==> src/rtl/mac_sequencer_if.sv <==
// Handshake and data bundle for mac_sequencer: start/clr requests, operands,
// and the registered status/result returned by the sequencer.
interface mac_sequencer_if;
    logic        start;
    logic        clr;
    logic [7:0]  a;
    logic [7:0]  b;
    logic [7:0]  c;
    logic [7:0]  d;
    logic        busy;
    logic        done;
    logic [15:0] sum;
    logic        overflow;

    modport master (
        output start, clr, a, b, c, d,
        input  busy, done, sum, overflow
    );

    modport slave (
        input  start, clr, a, b, c, d,
        output busy, done, sum, overflow
    );
endinterface

==> src/rtl/mac_sequencer.sv <==
// Computes S = A*B + C*D with one shared 8x8 shift-add multiplier over 19 cycles.
// Define MAC_SEQ_ACCUM_EN to accumulate into sum with a sticky overflow flag.
module mac_sequencer (
    input  logic            Clock,
    input  logic            Resetn,
    mac_sequencer_if.slave  bus
);

    typedef enum logic [2:0] {
        IDLE   = 3'd0,
        MUL_AB = 3'd1,
        MUL_CD = 3'd2,
        ADD    = 3'd3,
        DONE   = 3'd4
    } state_t;

    state_t      state;
    logic [7:0]  ra, rb, rc, rd;
    logic [15:0] p0, p1;
    logic [15:0] mcand;
    logic [7:0]  mlr;
    logic [15:0] pp;
    logic [2:0]  cnt;
    logic [15:0] sum_q;
    logic        ovf_q;
    logic        busy_q;
    logic        done_q;

    logic [7:0]  sel_hi, sel_lo;
    logic [15:0] cur_mcand;
    logic [7:0]  cur_mlr;
    logic [15:0] pp_base;
    logic [15:0] pp_nxt;
    logic [15:0] sum_nxt;
    logic        ovf_nxt;

    // The first iteration of each product takes its operands straight from the
    // operand registers, so no separate load cycle is needed between products.
    always_comb begin
        sel_hi    = (state == MUL_AB) ? ra : rc;
        sel_lo    = (state == MUL_AB) ? rb : rd;
        cur_mcand = (cnt == 3'd0) ? {8'h00, sel_hi} : mcand;
        cur_mlr   = (cnt == 3'd0) ? sel_lo : mlr;
        pp_base   = (cnt == 3'd0) ? 16'h0000 : pp;
        pp_nxt    = pp_base + (cur_mlr[0] ? cur_mcand : 16'h0000);
    end

`ifdef MAC_SEQ_ACCUM_EN
    logic [17:0] acc;

    always_comb begin
        acc     = {2'b00, sum_q} + {2'b00, p0} + {2'b00, p1};
        sum_nxt = acc[15:0];
        ovf_nxt = ovf_q | acc[16] | acc[17];
    end
`else
    logic [16:0] add;

    always_comb begin
        add     = {1'b0, p0} + {1'b0, p1};
        sum_nxt = add[15:0];
        ovf_nxt = add[16];
    end
`endif

    always_ff @(posedge Clock) begin
        if (!Resetn) begin
            state  <= IDLE;
            ra     <= '0;
            rb     <= '0;
            rc     <= '0;
            rd     <= '0;
            p0     <= '0;
            p1     <= '0;
            mcand  <= '0;
            mlr    <= '0;
            pp     <= '0;
            cnt    <= '0;
            sum_q  <= '0;
            ovf_q  <= 1'b0;
            busy_q <= 1'b0;
            done_q <= 1'b0;
        end else if (bus.clr) begin
            state  <= IDLE;
            cnt    <= '0;
            sum_q  <= '0;
            ovf_q  <= 1'b0;
            busy_q <= 1'b0;
            done_q <= 1'b0;
        end else begin
            case (state)
                IDLE: begin
                    done_q <= 1'b0;
                    if (bus.start) begin
                        ra     <= bus.a;
                        rb     <= bus.b;
                        rc     <= bus.c;
                        rd     <= bus.d;
                        cnt    <= '0;
                        busy_q <= 1'b1;
                        state  <= MUL_AB;
                    end
                end
                MUL_AB, MUL_CD: begin
                    mcand <= cur_mcand << 1;
                    mlr   <= cur_mlr >> 1;
                    pp    <= pp_nxt;
                    cnt   <= cnt + 3'd1;
                    // cnt wraps to 0 here, which restarts the next product
                    if (cnt == 3'd7) begin
                        if (state == MUL_AB) begin
                            p0    <= pp_nxt;
                            state <= MUL_CD;
                        end else begin
                            p1    <= pp_nxt;
                            state <= ADD;
                        end
                    end
                end
                ADD: begin
                    sum_q  <= sum_nxt;
                    ovf_q  <= ovf_nxt;
                    busy_q <= 1'b0;
                    done_q <= 1'b1;
                    state  <= DONE;
                end
                DONE: begin
                    done_q <= 1'b0;
                    state  <= IDLE;
                end
                default: begin
                    busy_q <= 1'b0;
                    done_q <= 1'b0;
                    state  <= IDLE;
                end
            endcase
        end
    end

    assign bus.busy     = busy_q;
    assign bus.done     = done_q;
    assign bus.sum      = sum_q;
    assign bus.overflow = ovf_q;

endmodule

==> src/flat_wrapper.sv <==
// flat-port wrapper written by rule: the top's interface ports become plain ports
module mac_sequencer_flat 
  (Clock, Resetn, bus_start, bus_clr, bus_a, bus_b, bus_c, bus_d, bus_busy, bus_done, bus_sum, bus_overflow);
  mac_sequencer_if bus_i ();
  input  logic Clock;
  input  logic Resetn;
  input wire logic [$bits(bus_i.start)-1:0] bus_start;
  input wire logic [$bits(bus_i.clr)-1:0] bus_clr;
  input wire logic [$bits(bus_i.a)-1:0] bus_a;
  input wire logic [$bits(bus_i.b)-1:0] bus_b;
  input wire logic [$bits(bus_i.c)-1:0] bus_c;
  input wire logic [$bits(bus_i.d)-1:0] bus_d;
  output wire logic [$bits(bus_i.busy)-1:0] bus_busy;
  output wire logic [$bits(bus_i.done)-1:0] bus_done;
  output wire logic [$bits(bus_i.sum)-1:0] bus_sum;
  output wire logic [$bits(bus_i.overflow)-1:0] bus_overflow;
  assign bus_i.start = bus_start;
  assign bus_i.clr = bus_clr;
  assign bus_i.a = bus_a;
  assign bus_i.b = bus_b;
  assign bus_i.c = bus_c;
  assign bus_i.d = bus_d;
  assign bus_busy = bus_i.busy;
  assign bus_done = bus_i.done;
  assign bus_sum = bus_i.sum;
  assign bus_overflow = bus_i.overflow;
  mac_sequencer u_core (.Clock(Clock), .Resetn(Resetn), .bus(bus_i));
endmodule
==> config.mk <==
export PLATFORM = sky130hd
export DESIGN_NAME = mac_sequencer_flat
export DESIGN_NICKNAME = d
export VERILOG_FILES = /design/src/rtl/mac_sequencer_if.sv /design/src/rtl/mac_sequencer.sv /design/src/flat_wrapper.sv
export SDC_FILE = /design/constraint.sdc
export NUM_CORES = 1
export LEC_CHECK = 0
export CAP_MARGIN = 10
export CORE_ASPECT_RATIO = 0.7
export CORE_UTILIZATION = 30
export CTS_CLUSTER_DIAMETER = 100
export DETAILED_ROUTE_END_ITERATION = 10
export PLACE_DENSITY = 0.49
export SETUP_SLACK_MARGIN = 0.1
export SYNTH_ARGS = -nofsm -noshare
export SYNTH_HDL_FRONTEND = slang
export SYNTH_SLANG_ARGS = --single-unit
==> constraint.sdc <==
create_clock -name Clock -period 3.28 [get_ports Clock]
set_input_delay 0.492 -clock Clock [delete_from_list [all_inputs] [get_ports Clock]]
set_output_delay 0.492 -clock Clock [all_outputs]
set_load 0.02 [all_outputs]
==> results of run 1 <==
## repair_timing
item                                    4_1_cts  5_1_grt
endpoints found under the hold margin         0        0
endpoints found under the setup margin        6       27
pin swaps                                     2        7
buffers inserted                              1        3
resized for setup                             4       19
## registers in the layout, indices dropped and copies added (netlist names), 7 cells and up
| signal | cells |
|---|---|
| u_core.ra | 8 |
| u_core.rb | 8 |
| u_core.mcand | 15 |
| u_core.bus.sum | 16 |
| u_core.rd | 8 |
| u_core.p1 | 16 |
| u_core.rc | 8 |
| u_core.p0 | 16 |
| u_core.pp | 16 |
| u_core.mlr | 7 |
## worst max-delay path by stage
| stage | end |
|---|---|
| 3_3_place_gp | u_core.pp[14] |
| 6_report | u_core.p0[13] |
| 2_1_floorplan | u_core.p1[14] |
| 5_1_grt | u_core.p1[14] |
| 4_1_cts | u_core.p1[14] |
| 3_5_place_dp | u_core.p1[13] |
## layout make-up
cell class / instances / share of cell area [%]
multi-input cells: 636 / 47.3
flip-flops and latches: 127 / 30.5
repair buffers: 89 / 9.90
clock buffers: 22 / 5.68
well taps: 282 / 4.23
clock inverters: 9 / 1.87
inverters: 12 / 0.540
## worst max-delay path, cell delays in order (launching register included)
cell and delay, ns:
dfxtp_1 0.33, nor2_4 0.11, and2_4 0.18, mux2i_2 0.23
nor2_1 0.07, a21oi_2 0.15, buf_6 0.14, nor2_1 0.05
ha_1 0.37, buf_4 0.13, nand3_1 0.05, and2_1 0.16
o2111a_1 0.17, nor3_2 0.31, o21a_1 0.23, o31ai_1 0.08
and2_1 0.17
## metal layers
layer | vias up | wire length, um | GRT usage, %
li1 | 2974 | - | -
met2 | 67 | 6640 | 21.8
met1 | 2644 | 9370 | 22.5
met5 | - | 0 | 0
met3 | 15 | 506 | 3.33
met4 | 0 | 182 | 4.98
## per-stage QoR
step | hold slack [ns] | utilization, %
after floorplan | 0.434 | -
after global placement | 0.446 | 35.0
after detailed placement | 0.450 | 35.0
after CTS | 0.455 | 38.0
after global routing | 0.477 | 38.4
final | 0.451 | 38.4
## placed cells by master (no fill, tap or decap), types with 4 or more instances in the layout
cell / Yosys / layout
nand2_1: 179 / 179
dfxtp_1: 127 / 127
a21boi_0: 67 / 64
clkdlybuf4s50_1: 0 / 53
a21oi_1: 55 / 50
nor2_1: 36 / 34
o21ai_0: 36 / 34
ha_1: 34 / 34
nand3_1: 32 / 32
buf_4: 2 / 31
and2_1: 31 / 30
mux2i_1: 20 / 17
clkbuf_16: 0 / 17
nor2b_1: 14 / 14
xnor2_1: 14 / 14
inv_1: 12 / 12
and3_1: 9 / 9
o21a_1: 9 / 9
a211oi_1: 9 / 9
a21o_1: 8 / 8
o31ai_1: 7 / 7
o21ai_1: 6 / 7
a21oi_2: 1 / 6
nor3_1: 8 / 6
xor2_1: 7 / 6
nand2b_1: 7 / 6
nand4_1: 4 / 4
bufinv_16: 0 / 4
## Yosys cell counts (2+ instances only)
library cell,number
nand2_1,179
dfxtp_1,127
a21boi_0,67
a21oi_1,55
nor2_1,36
o21ai_0,36
ha_1,34
nand3_1,32
and2_1,31
clkbuf_1,31
mux2i_1,20
nor2b_1,14
xnor2_1,14
buf_2,12
inv_1,12
a211oi_1,9
and3_1,9
o21a_1,9
a21o_1,8
nor3_1,8
nand2b_1,7
o31ai_1,7
xor2_1,7
o21ai_1,6
nand4_1,4
nor4_1,3
o211a_1,3
o21bai_1,3
or3_1,3
a221oi_1,2
a22oi_1,2
a31oi_1,2
buf_1,2
buf_4,2
fa_1,2
o211ai_1,2
o31a_1,2
or4_1,2
## report_power, final
part | leakage (uW) | internal, uW | switching [uW]
clock | 0.000311 | 1330 | 724
combinational | 0.00183 | 99.3 | 113
sequential | 0.00103 | 1570 | 12.8
## cell families after synthesis
logic type | synth area share [%]
flip-flops | 38.1
AND/OR/NAND/NOR | 22.8
buffers and inverters | 3.82
XOR/XNOR | 2.76
AO/OA/AOI/OAI | 22.0
multiplexers | 3.51
adder cells (fa/ha/maj) | 6.97
==> metrics.md, run 1 <==
| Metric | Value |
|---|---|
| Worst reg2reg path endpoint | `u_core.p0[13]` |
| Combined area of all synthesized cells | `6680 sq um` |
| Total routing usage reported by global routing | `15.3%` |
| Final Wtd Congestion | `0.748` |
| Number of port buffers | `54` |
| Number of enable-type register cells in the synthesized netlist | `0` |
| Share of cells above drive strength 1 | `10.5%` |
| Clock transition at the register clock pins on the worst setup and hold paths after CTS | `0.06 ns` |
| Run status | `complete, no violations` |
| Synthesized flop and latch total | `127` |
| Std-Cell Core Area | `21,700 sq um` |
| Power density over cell area | `461 nW/um^2` |
| Final HPWL DP | `12,000 um` |
| Remaining global-route overflow | `0` |
| Final total power | `3850 uW` |
| Final hold violation count | `0` |
| Biggest area consumer among synthesized cells | `dfxtp_1` |
| TritonCTS buffer count | `17` |
| Worst Skew | `0.00652 ns` |
| Post-Place Worst Slack | `0.0773 ns` |
| MaxCap Viol Count | `0` |
| IR Drop Worst-Case VDD | `0.359 mV` |
| Worst hold path cell count | `2` |
| Transition at the pin with the smallest max-transition slack | `0.656 ns` |
| Wire length of the first global-routing pass | `27,800 um` |
| Number of vias per cell after detailed routing | `4.84` |
| Root buffer selected by CTS | `clkbuf_16` |
| Post-route cell area | `8340 sq um` |
| Worst-Skew Late Latency | `0.43 ns` |
| Final #Nets | `955` |
| Row cnt | `45` |
| Initial standard-cell utilization of the core | `30.7%` |
| Sum of negative setup slack | `0 ns` |
| Synth cell types | `57` |
| DIE AREA | `22,900 sq um` |
| TritonCTS sink count | `127` |
| Detailed-route via count | `5,700` |
| Die Span X | `180 um` |
| Seq/Total Area, Yosys | `38.1%` |
| Flop2flop setup slack | `0.26 ns` |
| Minimum setup slack in the final design | `0.261 ns` |
| Max Freq | `0.331 GHz` |
| Final critical-path required period | `3.02 ns` |
| Multi-input combinational cell area | `3950 sq um` |
| Layout-stage area growth over the synthesis result | `25.0%` |
| Beginning of the worst register-to-register path | `u_core.state[2]` |
| Cts-stage hold buffer count | `0` |
| Avg Synthesized Cell Area | `8.11 sq um` |
| Register cell area after layout | `2540 sq um` |
| Fill count | `2,266` |
| Final cell count without fillers | `1,177` |
| Number of design rule violations left after detail routing | `0` |
| Number of warnings issued by yosys | `0` |
| Async set or reset register ratio after synthesis | `0%` |
| Critical path startpoint category | `flip-flop` |
| Worst setup startpoint | `u_core.state[2]` |
| Total inserted antenna cells | `0` |
| Via count of the first global-routing pass | `5,353` |
| Largest net degree at the start of global routing | `106` |
| Share of Yosys cell area claimed by the top area cell type | `38.1%` |
| Die Y-Extent | `127 um` |
| Worst Reg2Reg Path Length in Cells | `16` |
| Worst min path class | `flip-flop to flip-flop` |
| Setup repair after global routing missed its margin | `true` |
| Total Wirelength | `16,700 um` |
| Number of instances in the synthesized netlist | `823` |
| Top FF cell, synth | `dfxtp_1` |
| Routed length per instance | `14.2 um` |
| Number of nets with antenna violations after routing | `0` |
| Cell Area, Placed | `7610 sq um` |
| Portion of the clock cycle consumed by the worst path in the final layout | `92.0%` |
| Maximum fanout along the worst path | `6` |
| Number of antenna violations at the first check in global routing | `0` |
| Iteration-0 DRC Markers | `282` |
| Detailed-router iteration count before antenna repair | `4` |
| Placed Cells incl. Taps | `1,142` |
| TritonCTS clock tree | `done` |
| Level count of the clock H-tree | `4` |
| CTS max path bufs | `2` |
| Min-Delay Startpoint | `u_core.bus.sum[14]` |
| Area contributors post-synth | `dfxtp_1 38%, nand2_1 10%, a21boi_0 7.5%, ha_1 6.4%, a21oi_1 4.1%` |
| Net count after synthesis | `895` |
| Number of max-slew violations in the final report | `0` |
| Remaining max-slew budget at the tightest pin | `56.3%` |
| Crit path capture type | `flip-flop` |
| Worst Hold Endpoint | `u_core.bus.sum[14]` |
| Data arrival, critical path | `3.34 ns` |
| Number of setup violations in the final report | `0` |
| # IOs | `55` |
| Worst Path Required | `3.60 ns` |
| Setup Crit Path Kind | `flip-flop to flip-flop` |
| Leakage power figure | `0.00316 uW` |
No activity file was read; power rests on OpenSTA's default activity.
==> inputs of run 2 (changes only) <==
--- a/config.mk
+++ b/config.mk
@@ -12,6 +12,7 @@
 export DETAILED_ROUTE_END_ITERATION = 10
 export PLACE_DENSITY = 0.49
 export SETUP_SLACK_MARGIN = 0.1
+export SKIP_CTS_REPAIR_TIMING = 1
 export SYNTH_ARGS = -nofsm -noshare
 export SYNTH_HDL_FRONTEND = slang
 export SYNTH_SLANG_ARGS = --single-unit
==> run 2 against run 1 <==
Effect of this change:
- hold slack barely moved
- maximum frequency is 0.76% higher
- count of clock-buffer cells in the layout stayed put
- first-iteration DRC count is 3.9% lower
- clock power hardly changed
- cell count shrank 0.17%
- largest power group unchanged
- critical endpoint is now u_core.p1[14]
- global-route usage about the same
- total power hardly changed
- utilization barely moved
- clock skew is 0.00059 ns higher
==> metrics.md, run 2 (synthesized netlist as in run 1, its figures left out) <==
| Metric | Value |
|---|---|
| Run status | `complete, no violations` |
| Min-Delay Startpoint | `u_core.bus.sum[14]` |
| Worst Path Required | `3.60 ns` |
| DIE AREA | `22,900 sq um` |
| Fill count | `2,272` |
| Standard cell with the maximum stage delay on the critical path | `fa_2` |
| Crit path capture type | `flip-flop` |
| Layout-stage area growth over the synthesis result | `24.9%` |
| CP Cell Sequence | `nor2_4 -> and2_4 -> buf_4 -> mux2i_2 -> nor3_1 -> ha_1 -> fa_2 -> a21oi_2 -> o221a_1 -> o31a_1 -> o21ai_2 -> a21oi_2 -> xor2_2 -> o21ai_1` |
| Total routing usage reported by global routing | `15.3%` |
| Max Freq | `0.334 GHz` |
| Iteration-0 DRC Markers | `271` |
| Detailed-route via count | `5,683` |
| Share of cells above drive strength 1 | `10.5%` |
| Number of port buffers | `54` |
| Number of design rule violations left after detail routing | `0` |
| TritonCTS buffer count | `17` |
| Setup repair after global routing missed its margin | `true` |
| Final total power | `3850 uW` |
| Cell Int Power | `2990 uW` |
| Sum of negative setup slack | `0 ns` |
| Beginning of the worst register-to-register path | `u_core.state[2]` |
| Setup Crit Path Kind | `flip-flop to flip-flop` |
| Total Wirelength | `16,800 um` |
| Root buffer selected by CTS | `clkbuf_16` |
| TritonCTS clock tree | `done` |
| Most frequent cell on the critical path | `a21oi_2` |
| Final Wtd Congestion | `0.748` |
| Die Y-Extent | `127 um` |
| Worst-Skew Late Latency | `0.43 ns` |
| Multi-input combinational cell area | `3960 sq um` |
| Number of setup violations in the final report | `0` |
| Portion of the clock cycle consumed by the worst path in the final layout | `91.4%` |
| Gate family responsible for the most delay along the worst path | `compound AO/OA/AOI/OAI gates` |
| Number of nets with antenna violations after routing | `0` |
| Die Span X | `180 um` |
| Register cell area after layout | `2540 sq um` |
| Buffer and inverter count on the worst path | `1` |
| Commonest non-fill, non-tap cell in the layout | `nand2_1` |
| # IOs | `55` |
| Remaining global-route overflow | `0` |
| MaxCap Viol Count | `0` |
| IR Drop Worst-Case VDD | `0.361 mV` |
| Remaining max-slew budget at the tightest pin | `56.2%` |
| Leakage power figure | `0.00316 uW` |
| Number of vias per cell after detailed routing | `4.84` |
| Std-Cell Core Area | `21,700 sq um` |
| Final hold slack | `0.451 ns` |
| Worst min path class | `flip-flop to flip-flop` |
| CTS max path bufs | `2` |
| Wire length of the first global-routing pass | `27,700 um` |
| Part of the total power dissipated in the clock network | `53.5%` |
| Worst Skew | `0.00711 ns` |
| Via count of the first global-routing pass | `5,347` |
| Final HPWL DP | `12,000 um` |
| Data arrival, critical path | `3.31 ns` |
| Total inserted antenna cells | `0` |
| Power density over cell area | `462 nW/um^2` |
| Clock transition at the register clock pins on the worst setup and hold paths after CTS | `0.06 ns` |
| Final hold violation count | `0` |
| Final critical-path required period | `3.00 ns` |
| Number of max-slew violations in the final report | `0` |
| Final cell count without fillers | `1,175` |
| Row cnt | `45` |
| Transition at the pin with the smallest max-transition slack | `0.657 ns` |
| Delay of the slowest cell on the worst path | `0.36 ns` |
| Critical path startpoint category | `flip-flop` |
| Largest net degree at the start of global routing | `106` |
| Maximum fanout along the worst path | `4` |
| TritonCTS sink count | `127` |
| Initial standard-cell utilization of the core | `30.7%` |
| Routed length per instance | `14.3 um` |
| Sequential Power Share | `41.0%` |
| Number of antenna violations at the first check in global routing | `0` |
| Commonest cells after routing, fill and taps aside | `179 x nand2_1, 127 x dfxtp_1, 65 x a21boi_0` |
| Level count of the clock H-tree | `4` |
| Post-Place Worst Slack | `0.0773 ns` |
| Switching part of the total | `22.2%` |
| Final #Nets | `953` |
| Combinational cell fraction of total power | `5.5%` |
| Worst setup startpoint | `u_core.state[2]` |
| Minimum setup slack in the final design | `0.284 ns` |
| Psw | `853 uW` |
| Placed Cells incl. Taps | `1,142` |
| Detailed-router iteration count before antenna repair | `4` |
-- run 2: area by class of cell --
class,count,share of cell area (%)
clock buffers,22,5.69
clock inverters,9,1.88
inverters,12,0.540
multi-input cells,636,47.5
flip-flops and latches,127,30.5
well taps,282,4.23
repair buffers,87,9.64
-- run 2: worst min-delay path, cell delays in order, from the launching register on --
cell and delay, ns:
dfxtp_1 0.32, nand2_1 0.06, o21ai_2 0.04
-- run 2: power groups by stage --
stage	Clock (uW)	Sequential (uW)	Combinational, uW
floorplan	0	1610	117
global placement	0	1610	207
detailed placement	0	1610	207
CTS	2110	1580	209
global route	2170	1580	234
finish	2060	1580	210
-- run 2: worst paths after layout --
path,to,slack [ns],cells past startpoint
max,u_core.p1[14],0.28,14
min,u_core.bus.sum[14],0.45,2
max reg2reg,u_core.p1[14],0.28,14
min reg2reg,u_core.bus.sum[14],0.45,2
-- run 2: per-layer routing --
metal	GRT usage [%]	up-vias	routed length (um)
met3	3.33	15	489
met5	0	-	0
met1	22.4	2628	9390
met2	21.8	65	6690
li1	-	2975	-
met4	4.98	0	180
-- run 2: per-stage QoR --
step	util (%)	cell area [sq um]
after floorplan	-	6690
after global placement	35.0	7610
after detailed placement	35.0	7610
after CTS	37.9	8240
after global routing	38.3	8330
final	38.3	8330
==> inputs of run 3 (changes only) <==
--- a/config.mk
+++ b/config.mk
@@ -10,6 +10,7 @@
 export CORE_UTILIZATION = 30
 export CTS_CLUSTER_DIAMETER = 100
 export DETAILED_ROUTE_END_ITERATION = 10
+export MAX_ROUTING_LAYER = met4
 export PLACE_DENSITY = 0.49
 export SETUP_SLACK_MARGIN = 0.1
 export SKIP_CTS_REPAIR_TIMING = 1
==> run 3 against run 2 <==
Effect of this change:
- via count increased by 0.28%
- global-route usage is 0.49 points higher
- cell count unchanged
- wire length is 0.25% lower
- first-iteration DRC count is 8.9% higher
- flip-flop and latch count unchanged
- critical path depth unchanged
- combinational power about the same
- non-clock buffer count is the same
- maximum frequency is essentially flat
- final area stayed put
- clock power about the same
==> metrics.md, run 3 (synthesized netlist as in run 1, its figures left out) <==
| Metric | Value |
|---|---|
| DIE AREA | `22,900 sq um` |
| Via count of the first global-routing pass | `5,355` |
| IR Drop Worst-Case VDD | `0.357 mV` |
| Final critical-path required period | `3.00 ns` |
| Part of the total power dissipated in the clock network | `53.5%` |
| Die Y-Extent | `127 um` |
| Remaining global-route overflow | `0` |
| Flop2flop setup slack | `0.28 ns` |
| Total inserted antenna cells | `0` |
| Remaining max-slew budget at the tightest pin | `56.8%` |
| Clock transition at the register clock pins on the worst setup and hold paths after CTS | `0.06 ns` |
| Register cell area after layout | `2540 sq um` |
| Switching part of the total | `22.1%` |
| Layout-stage area growth over the synthesis result | `24.9%` |
| Leakage power figure | `0.00316 uW` |
| Final Wtd Congestion | `0.758` |
| Combinational cell fraction of total power | `5.5%` |
| Std-Cell Core Area | `21,700 sq um` |
| Sum of negative setup slack | `0 ns` |
| Fill count | `2,272` |
| Die Span X | `180 um` |
| Max Freq | `0.334 GHz` |
| Worst-Skew Late Latency | `0.42 ns` |
| Worst setup startpoint | `u_core.state[2]` |
| Row cnt | `45` |
| Commonest cells after routing, fill and taps aside | `179 x nand2_1, 127 x dfxtp_1, 65 x a21boi_0` |
| Final hold slack | `0.452 ns` |
| Worst Skew | `0.00678 ns` |
| Iteration-0 DRC Markers | `295` |
| Number of vias per cell after detailed routing | `4.85` |
| Final #Nets | `953` |
| # IOs | `55` |
| Placed Cells incl. Taps | `1,142` |
| Share of cells above drive strength 1 | `10.5%` |
| MaxCap Viol Count | `0` |
| Transition at the pin with the smallest max-transition slack | `0.648 ns` |
| Wire length of the first global-routing pass | `27,700 um` |
| Initial standard-cell utilization of the core | `30.7%` |
| Detailed-router iteration count before antenna repair | `4` |
| Crit path capture type | `flip-flop` |
| Number of max-slew violations in the final report | `0` |
| Number of nets with antenna violations after routing | `0` |
| Total routing usage reported by global routing | `15.7%` |
| Number of port buffers | `54` |
| Final hold violation count | `0` |
| Detailed-route via count | `5,699` |
| Final HPWL DP | `12,000 um` |
| Minimum setup slack in the final design | `0.283 ns` |
| Root buffer selected by CTS | `clkbuf_16` |
| Post-Place Worst Slack | `0.0773 ns` |
| Number of antenna violations at the first check in global routing | `0` |
| Final cell count without fillers | `1,175` |
| Worst min path class | `flip-flop to flip-flop` |
| Total Wirelength | `16,700 um` |
| Level count of the clock H-tree | `4` |
| Data arrival, critical path | `3.31 ns` |
| Portion of the clock cycle consumed by the worst path in the final layout | `91.4%` |
| Setup repair after global routing missed its margin | `true` |
| TritonCTS buffer count | `17` |
| Timing endpoint of the critical path | `u_core.p1[14]` |
| Worst Path Required | `3.59 ns` |
| Multi-input combinational cell area | `3960 sq um` |
| Final total power | `3840 uW` |
| TritonCTS sink count | `127` |
| TritonCTS clock tree | `done` |
| Sequential Power Share | `41.1%` |
| Routed length per instance | `14.2 um` |
| CTS max path bufs | `2` |
| Setup Crit Path Kind | `flip-flop to flip-flop` |
| Run status | `complete, no violations` |
| Number of design rule violations left after detail routing | `0` |
| Largest net degree at the start of global routing | `106` |
| Worst reg2reg path endpoint | `u_core.p1[14]` |
| Beginning of the worst register-to-register path | `u_core.state[2]` |
| Psw | `849 uW` |
| Commonest non-fill, non-tap cell in the layout | `nand2_1` |
| Maximum fanout along the worst path | `4` |
| Number of setup violations in the final report | `0` |
| Power density over cell area | `461 nW/um^2` |
| Cell Int Power | `2990 uW` |
| Worst Reg2Reg Path Length in Cells | `14` |
| Critical path startpoint category | `flip-flop` |
## run 3: worst min-delay path by stage
stage / from / to / slack, ns / cells after the start
after detailed placement: u_core.bus.sum[15] / u_core.bus.sum[15] / 0.45 / 2
after CTS: u_core.bus.sum[14] / u_core.bus.sum[14] / 0.46 / 2
after global placement: u_core.bus.sum[5] / u_core.bus.sum[5] / 0.45 / 2
after global routing: u_core.pp[14] / u_core.pp[14] / 0.48 / 2
after floorplan: u_core.pp[14] / u_core.pp[14] / 0.43 / 2
final: u_core.bus.sum[14] / u_core.bus.sum[14] / 0.45 / 2
## run 3: stage by stage
step | util, % | instance area (sq um)
final | 38.3 | 8330
after global placement | 35.0 | 7610
after CTS | 37.9 | 8240
after global routing | 38.3 | 8330
after detailed placement | 35.0 | 7610
after floorplan | - | 6690
## run 3: critical path: stages, from the launching register on
cell and delay [ns]:
dfxtp_1 0.33, nor2_4 0.11, and2_4 0.17, buf_4 0.15, mux2i_2 0.24, nor3_1 0.07
ha_1 0.23, fa_2 0.36, a21oi_2 0.15, o221a_1 0.28, o31a_1 0.25, o21ai_2 0.08
a21oi_2 0.17, xor2_2 0.19, o21ai_1 0.09
## run 3: layout make-up
type / count / area share, %
clock buffer: 22 / 5.69
clock inverter: 9 / 1.88
inverter: 12 / 0.540
multi-input combinational: 636 / 47.5
sequential: 127 / 30.5
tap: 282 / 4.23
timing repair buffer: 87 / 9.64
## run 3: power by group through the flow
stage	sequential (uW)	combinational (uW)	clock, uW
after floorplan	1610	117	0
after global placement	1610	207	0
after detailed placement	1610	207	0
after CTS	1580	209	2110
after global routing	1580	234	2170
final	1580	210	2060
## run 3: per-layer routing
metal	global-route usage (%)	wire length, um	up-vias
met4	4.98	147	0
met5	-	0	-
met1	22.4	9320	2626
li1	-	-	2974
met2	21.8	6690	85
met3	3.36	559	14
